`config.mk`:
```
export PLATFORM = sky130hd
export DESIGN_NAME = uart_rx
export DESIGN_NICKNAME = d
export VERILOG_FILES = /design/src/rtl/uart_rx_pkg.sv /design/src/rtl/uart_rx_sync_2ff.sv /design/src/rtl/uart_rx.sv
export SDC_FILE = /design/constraint.sdc
export NUM_CORES = 1
export LEC_CHECK = 0
export ABC_CLOCK_PERIOD_IN_PS = 2650
export CAP_MARGIN = 30
export CORE_UTILIZATION = 56
export CTS_CLUSTER_DIAMETER = 200
export DETAILED_ROUTE_END_ITERATION = 12
export GPL_ROUTABILITY_DRIVEN = 0
export MAX_ROUTING_LAYER = met4
export PLACE_DENSITY = 0.78
export SLEW_MARGIN = 20
export SYNTH_ARGS = -nofsm -noshare
export SYNTH_HDL_FRONTEND = slang
export SYNTH_SLANG_ARGS = --single-unit
export TNS_END_PERCENT = 20
```
`constraint.sdc`:
```
create_clock -name i_clk -period 2.65 [get_ports i_clk]
set_input_delay 0.265 -clock i_clk [delete_from_list [all_inputs] [get_ports i_clk]]
set_output_delay 0.265 -clock i_clk [all_outputs]
set_load 0.02 [all_outputs]
```
`src/rtl/uart_rx_pkg.sv`:
```
// Shared UART definitions: frame geometry, default bit timing and receiver FSM encodings.
// The transmitter uses the same default bit timing.
package uart_rx_pkg;

  localparam int UART_DATA_BITS    = 8;
  localparam int UART_CLKS_PER_BIT = 868;  // 100 MHz / 115200 baud

  localparam logic [2:0] ST_IDLE    = 3'd0;
  localparam logic [2:0] ST_START   = 3'd1;
  localparam logic [2:0] ST_DATA    = 3'd2;
  localparam logic [2:0] ST_STOP    = 3'd3;
  localparam logic [2:0] ST_RECOVER = 3'd4;

endpackage

```
`src/rtl/uart_rx_sync_2ff.sv`:
```
// Reusable two-flop synchronizer for a single asynchronous level signal.
// RESET_VAL selects the value both flops take while reset is asserted.
module sync_2ff #(
  parameter logic RESET_VAL = 1'b0
) (
  input  logic i_clk,
  input  logic i_reset_n,
  input  logic d,
  output logic q
);

  logic meta;

  // NOTE: sequential state is always assigned with <= so every flop samples
  // the pre-edge value of its source; with = the two stages would collapse into one.
  always_ff @(posedge i_clk or negedge i_reset_n) begin
    if (!i_reset_n) begin
      meta <= RESET_VAL;
      q    <= RESET_VAL;
    end else begin
      meta <= d;
      q    <= meta;
    end
  end

endmodule

```
`src/rtl/uart_rx.sv`:
```
// 8N1 UART receiver: mid-bit sampling with a down-counter, byte offered on a
// valid/ready port with a sticky overrun flag and a one-cycle frame-error pulse.
module uart_rx
  import uart_rx_pkg::*;
#(
  parameter int CLKS_PER_BIT = UART_CLKS_PER_BIT,
  parameter int DATA_BITS    = UART_DATA_BITS
) (
  input  logic                 i_clk,
  input  logic                 i_reset_n,
  input  logic                 i_rx,
  output logic [DATA_BITS-1:0] o_data,
  output logic                 o_valid,
  input  logic                 i_ready,
  output logic                 o_frame_err,
  output logic                 o_overrun,
  input  logic                 i_overrun_clr,
  output logic                 o_busy
);

  localparam int CW = $clog2(CLKS_PER_BIT);
  localparam int IW = $clog2(DATA_BITS);
  localparam logic [CW-1:0] HALF_LOAD = CW'(CLKS_PER_BIT / 2 - 1);
  localparam logic [CW-1:0] FULL_LOAD = CW'(CLKS_PER_BIT - 1);
  localparam logic [IW-1:0] LAST_BIT  = IW'(DATA_BITS - 1);

  logic                 rx_s;
  logic [2:0]           state;
  logic [CW-1:0]        cnt;
  logic [IW-1:0]        bit_idx;
  logic [DATA_BITS-1:0] shreg;
  logic                 byte_rdy;

  // Line idles high, so the synchronizer must not fake a start bit out of reset.
  sync_2ff #(.RESET_VAL(1'b1)) u_sync (
    .i_clk     (i_clk),
    .i_reset_n (i_reset_n),
    .d         (i_rx),
    .q         (rx_s)
  );

  assign o_busy = (state != ST_IDLE);

  // NOTE: shreg is reset along with the control state even though it is pure
  // datapath, so an aborted frame can never leak partial bits into a later byte.
  always_ff @(posedge i_clk or negedge i_reset_n) begin
    if (!i_reset_n) begin
      state       <= ST_IDLE;
      cnt         <= '0;
      bit_idx     <= '0;
      shreg       <= '0;
      byte_rdy    <= 1'b0;
      o_frame_err <= 1'b0;
    end else begin
      byte_rdy    <= 1'b0;
      o_frame_err <= 1'b0;
      case (state)
        ST_IDLE: begin
          if (!rx_s) begin
            cnt   <= HALF_LOAD;
            state <= ST_START;
          end
        end
        ST_START: begin
          if (cnt != '0) begin
            cnt <= cnt - 1'b1;
          end else if (!rx_s) begin
            cnt     <= FULL_LOAD;
            bit_idx <= '0;
            state   <= ST_DATA;
          end else begin
            state <= ST_IDLE;  // start bit vanished by mid-bit: glitch
          end
        end
        ST_DATA: begin
          if (cnt != '0) begin
            cnt <= cnt - 1'b1;
          end else begin
            shreg <= {rx_s, shreg[DATA_BITS-1:1]};
            cnt   <= FULL_LOAD;
            if (bit_idx == LAST_BIT) state <= ST_STOP;
            else                     bit_idx <= bit_idx + 1'b1;
          end
        end
        ST_STOP: begin
          if (cnt != '0) begin
            cnt <= cnt - 1'b1;
          end else if (rx_s) begin
            byte_rdy <= 1'b1;
            state    <= ST_IDLE;
          end else begin
            o_frame_err <= 1'b1;
            state       <= ST_RECOVER;
          end
        end
        ST_RECOVER: begin
          if (rx_s) state <= ST_IDLE;
        end
        default: state <= ST_IDLE;
      endcase
    end
  end

  // Output holding register: a pending byte loads only if the slot is free or
  // is being emptied in this same cycle; otherwise it is dropped and flagged.
  always_ff @(posedge i_clk or negedge i_reset_n) begin
    if (!i_reset_n) begin
      o_data    <= '0;
      o_valid   <= 1'b0;
      o_overrun <= 1'b0;
    end else begin
      if (byte_rdy && (!o_valid || i_ready)) begin
        o_data  <= shreg;
        o_valid <= 1'b1;
      end else if (o_valid && i_ready) begin
        o_valid <= 1'b0;
      end

      if (byte_rdy && o_valid && !i_ready) o_overrun <= 1'b1;
      else if (i_overrun_clr)               o_overrun <= 1'b0;
    end
  end

endmodule
```
**Word level (Yosys, flattened, before mapping)**

Cells that the tools add are included.

- Bitwise logic cells: 1
- Multiplexer cells: 30
- Add/sub/neg operators: 2
- Reductions and logical operators: 18
- Equal/unequal tests: 15

Operators with widths:

| kind | count |
|---|---|
| 10-bit 2-to-1 mux | 5 |
| 10-bit case mux with 4 select lines | 1 |
| 3-bit 2-to-1 mux | 11 |
| 2-bit inequality test, second input constant | 8 |
| 3-bit case mux with 5 select lines | 1 |
| 1-bit 2-to-1 mux | 10 |
| 10-bit nonzero test | 1 |
| 10-bit by 1-bit subtractor with 10-bit output, second input constant | 1 |
| 3-bit by 2-bit equality test with 1-bit output, second input constant | 2 |
| 3-bit equality test, second input constant | 2 |
| 3-bit case mux with 2 select lines | 1 |
| 6-bit AND reduction | 1 |
| 2-bit nonzero test | 3 |
| 5-bit AND reduction | 1 |
| 1-bit logical AND | 4 |
| 4-bit AND reduction | 1 |
| 4-bit nonzero test | 1 |
| 3-bit by 1-bit adder with 3-bit output, second input constant | 1 |
| 3-bit by 1-bit equality test with 1-bit output, second input constant | 1 |
| 3-bit logical NOT | 1 |
| 3-bit inequality test, second input constant | 1 |
| 3-bit nonzero test | 1 |
| 1-bit logical NOT | 2 |
| 2-bit 2-to-1 mux | 1 |
| other kinds (4) | 4 |

- Bits in registers: 38
- Logic and storage cells: 77
- Output and inout port bits: 12
- Bits of input ports: 5

**Logic depth before layout (Yosys ltp)**

- Depth after elaboration: 4
- Depth in mapped cells: 8
- Gate-level depth less buffers: 7

**Cells and area by module**

Synthesis repeated with hierarchy kept, for this count alone.

- Cells, all modules: 164
- Area total of the unflattened synthesis: 1899.3 um^2

Modules (own cells, without submodules):

| module | cells each | times used | area each (um^2) | seq. area each (um^2) |
|---|---|---|---|---|
| uart_rx | 162 | 1 | 1846.8 | 900.9 |
| sync_2ff | 2 | 1 | 52.6 | 52.6 |

**Worst setup path after synthesis**

No wires, ideal clock.

- Path kind: reg2reg
- From: reg cnt[0]
- To: reg cnt[7]
- Period minus slack after synthesis: 1997 ps
- Buffers on the path: 0
- Setup time: 130 ps
- Data required time: 2520 ps
- Cell stages (with the launch flop): 8
- Slack: 653 ps
- Data arrival time: 1867 ps
- Cells stage by stage: dfrtp_1 inv_1 ha_1 or3b_2 nor3_2 o21ai_0 a41oi_1 o22ai_1

- Longest elaborated chain between the ends: 3
- Elaborated cells on any way between the ends: 9
- Those cells by class: add/sub: 1; eq/ne: 2; mux: 4; reduce/logical: 2

RTL lines:

| what | line | RTL |
|---|---|---|
| from (decl) | uart_rx.sv:29 | `logic [CW-1:0] cnt;` |
| from (signal assigned) | uart_rx.sv:66 | `cnt <= cnt - 1'b1;` |
| from (signal assigned) | uart_rx.sv:77 | `cnt <= cnt - 1'b1;` |
| from (signal assigned) | uart_rx.sv:87 | `cnt <= cnt - 1'b1;` |
| 10-bit by 1-bit subtractor with 10-bit output or 10-bit nonzero test (tied branches) | -- |  |
| 10-bit 2-to-1 mux, or another cell as far along | uart_rx.sv:86 | `if (cnt != '0) begin` |
| 10-bit case mux with 4 select lines or 4-bit AND reduction (tied branches) | -- |  |

Parallel ways exist; a longest one is shown, timed or not. The select of a mux whose other input is x is not followed.
A chain may end at the register's enable or synchronous reset.

**Final worst setup path**

- From: reg cnt[1]
- To: reg cnt[5]

The elaborated chain is that of the path after synthesis.

==> run summary <==
I/O Buffers -> 16
fin crit period -> 2.30 ns
H-tree depth -> 2
largest net degree at the start of global routing -> 39
share of cells above drive strength 1 -> 19.3%
f_max -> 434 MHz
CP required -> 2.94 ns
Total GRT Usage -> 22.1%
Lkg Pwr -> 0.958 nW
clock buffer depth -> 2
Internal -> 0.785 mW
slowest library cell on the worst path -> or3b_2
CP Max Fanout -> 10
ant diodes -> 0
yosys warns -> 0
GR peak layer -> met2
via count -> 1,229
post-CTS setup repair buffer count -> 0
Die Area -> 3370 um^2
Fin. Hold Viols -> 0
switching power -> 0.200 mW
worst slack at placement -> 0.433 ns
Seq cells post-synth -> 38
max_cap viols -> 0
setup_tns -> 0 ns
Layout Area Growth over Synthesis -> 15.1%
CORE AREA -> 2880 um^2
commonest cells after routing, fill and taps aside -> dfrtp_1, mux2_2, clkdlybuf4s50_1, nor2_1, nand2_1
CTS buffer count -> 5
worst slew margin relative to its limit -> 65.4%
CTS tree -> built
critical path arrival -> 2.59 ns
CP cell instances -> inv_1 > ha_1 > or3b_2 > o31ai_1 > a21o_1 > or2_2 > o22a_1
Synth Cell Area -> 1760 um^2
# rows -> 19
classification of the worst setup path -> reg -> reg
clock group share of total power -> 38.7%
detailed placer's ending HPWL -> 2220 um
post-route insts no fill -> 218
clock slew seen by the registers of the worst setup and hold paths -> 0.11 ns
placed standard-cell area -> 1950 um^2
top_reg_cell synth -> dfrtp_1
status -> finished, final reports clean
Final ANT Viol Nets -> 0
drt drc -> 0
syn_nets -> 166
Yosys cell types -> 42
Post-synth EDFFs -> 0
initial antenna violation count -> 0
final setup fails -> 0
post-synthesis average cell area -> 11.2 um^2
DR WL/cell -> 14.4 um
GRT met3 Usage -> 6.03%
Die Span Y -> 58.1 um
max-slew violations -> 0
I/O pin cnt -> 17
final period utilization -> 86.9%
First DRT Iteration DRCs -> 38
min setup slack post-route -> 0.348 ns
Via density -> 5.64
total power -> 0.985 mW
final wirelength -> 3130 um
first-pass GRT wire length -> 5290 um
vias in the first global route -> 1,157
Die X-Extent -> 58.1 um
Tightest Pin Transition -> 0.519 ns
CTS Sinks -> 38
# resized after CTS -> 0
Root Buffer -> clkbuf_4
met1 Usage GRT -> 27.4%
clk_skew -> 0.00810 ns
most common cell after layout, fill and taps aside -> dfrtp_1
Placed Cells incl. Taps -> 210
CP Capture Type -> flip-flop
CP startpoint kind -> flip-flop
clock latency on the worst-skew pair -> 0.35 ns
Finished Core Util -> 70.5%
Finished Cell Area -> 2030 um^2
Layout Nets -> 184
Initial Util -> 61.2%
hold-fix buffers at CTS -> 0
Max VDD drop -> 0.000417 V
Switching Fraction -> 20.3%
Overflow after GRT -> 0
RSZ-0062 raised after global routing -> no
GR Util met2 -> 34.8%
Seq pwr share -> 59.2%
Syn Inst Count -> 157
hold crit path type -> in -> reg
pwr dens -> 486 nW/um^2
Crit path largest cell delay -> 0.52 ns
Filler cells -> 219
Comb pwr share -> 2.0%
sequential area share after synthesis -> 54.1%
Async SR Flop Fraction -> 100%
drt pass-1 iters -> 4
hold slack final -> 0.315 ns
[final cells by class]
type	instances	area [um^2]	area share, %
repair buffers	17	168	8.27
clock inverters	3	40.0	1.98
well taps	42	52.6	2.59
inverters	9	33.8	1.67
clock buffers	5	37.5	1.85
flip-flops and latches	38	953	47.0
multi-input cells	104	742	36.6
[logic make-up after synthesis]
group | Yosys count | synth area share (%)
flip-flops | 38 | 54.1
multiplexers | 17 | 10.8
AO/OA/AOI/OAI | 37 | 14.3
AND/OR/NAND/NOR | 45 | 13.6
buffers and inverters | 15 | 3.76
XOR/XNOR | 1 | 0.497
adder cells (fa/ha/maj) | 4 | 2.84
[state kept, by name (all words and copies together) (netlist names), 3 cells and up]
name,count
shreg,8
state,3
o_data,8
bit_idx,3
cnt,10
[critical path, delay by kind of cell (launching register included)]
| family | cells | cell delay, ns |
|---|---|---|
| AO/OA/AOI/OAI | 3 | 0.86 |
| AND/OR/NAND/NOR | 2 | 0.74 |
| flip-flops | 1 | 0.40 |
| adder cells (fa/ha/maj) | 1 | 0.15 |
| buffers and inverters | 1 | 0.11 |
[routing by layer]
layer  share of wire (%)  wire length (um)
met4                 1.7                53
met1                  46              1460
met5                   0                 0
met3                 3.7               117
met2                  48              1510
[Yosys cell counts (2+ instances only)]
library cell,count,area share [%]
inv_1,9,1.9
mux2_2,16,10
dfrtp_1,36,51
nand2_1,12,2.6
nor2_1,14,3.0
a22o_1,3,1.5
a21oi_1,5,1.4
o21ai_0,10,2.8
o22a_1,2,0.99
nand3_1,2,0.57
clkbuf_1,2,0.43
o2bb2ai_1,2,0.99
or3_1,3,1.1
o21a_1,2,0.85
nand2b_1,2,0.71
or2_2,2,0.71
dfstp_2,2,3.0
buf_4,2,0.85
a21o_1,2,0.85
ha_1,4,2.8
o22ai_1,3,1.1
buf_2,2,0.57
[power by group through the flow]
| stage | clock network (mW) | logic [mW] | registers (mW) |
|---|---|---|---|
| detailed placement | 0 | 0.0209 | 0.595 |
| CTS | 0.389 | 0.0209 | 0.584 |
| finish | 0.382 | 0.0201 | 0.584 |
| global placement | 0 | 0.0207 | 0.594 |
| floorplan | 0 | 0.00269 | 0.594 |
| global route | 0.413 | 0.0239 | 0.584 |
[worst paths after layout]
kind                                            start  cells after the start  slack, ns               endpoint
worst max-delay path               cnt[1]$_DFFE_PN0P_                      7       0.35     cnt[5]$_DFFE_PN0P_
worst min-delay path                             i_rx                      1       0.32  u_sync.meta$_DFF_PN1_
worst max register to register     cnt[1]$_DFFE_PN0P_                      7       0.35     cnt[5]$_DFFE_PN0P_
worst min register to register  u_sync.meta$_DFF_PN1_                      0       0.36     u_sync.q$_DFF_PN1_
max in group asynchronous                   i_reset_n                      2       1.97  u_sync.meta$_DFF_PN1_
min in group asynchronous                   i_reset_n                      2       0.33  o_overrun$_DFFE_PN0P_
(Power assumes the default switching activity.)
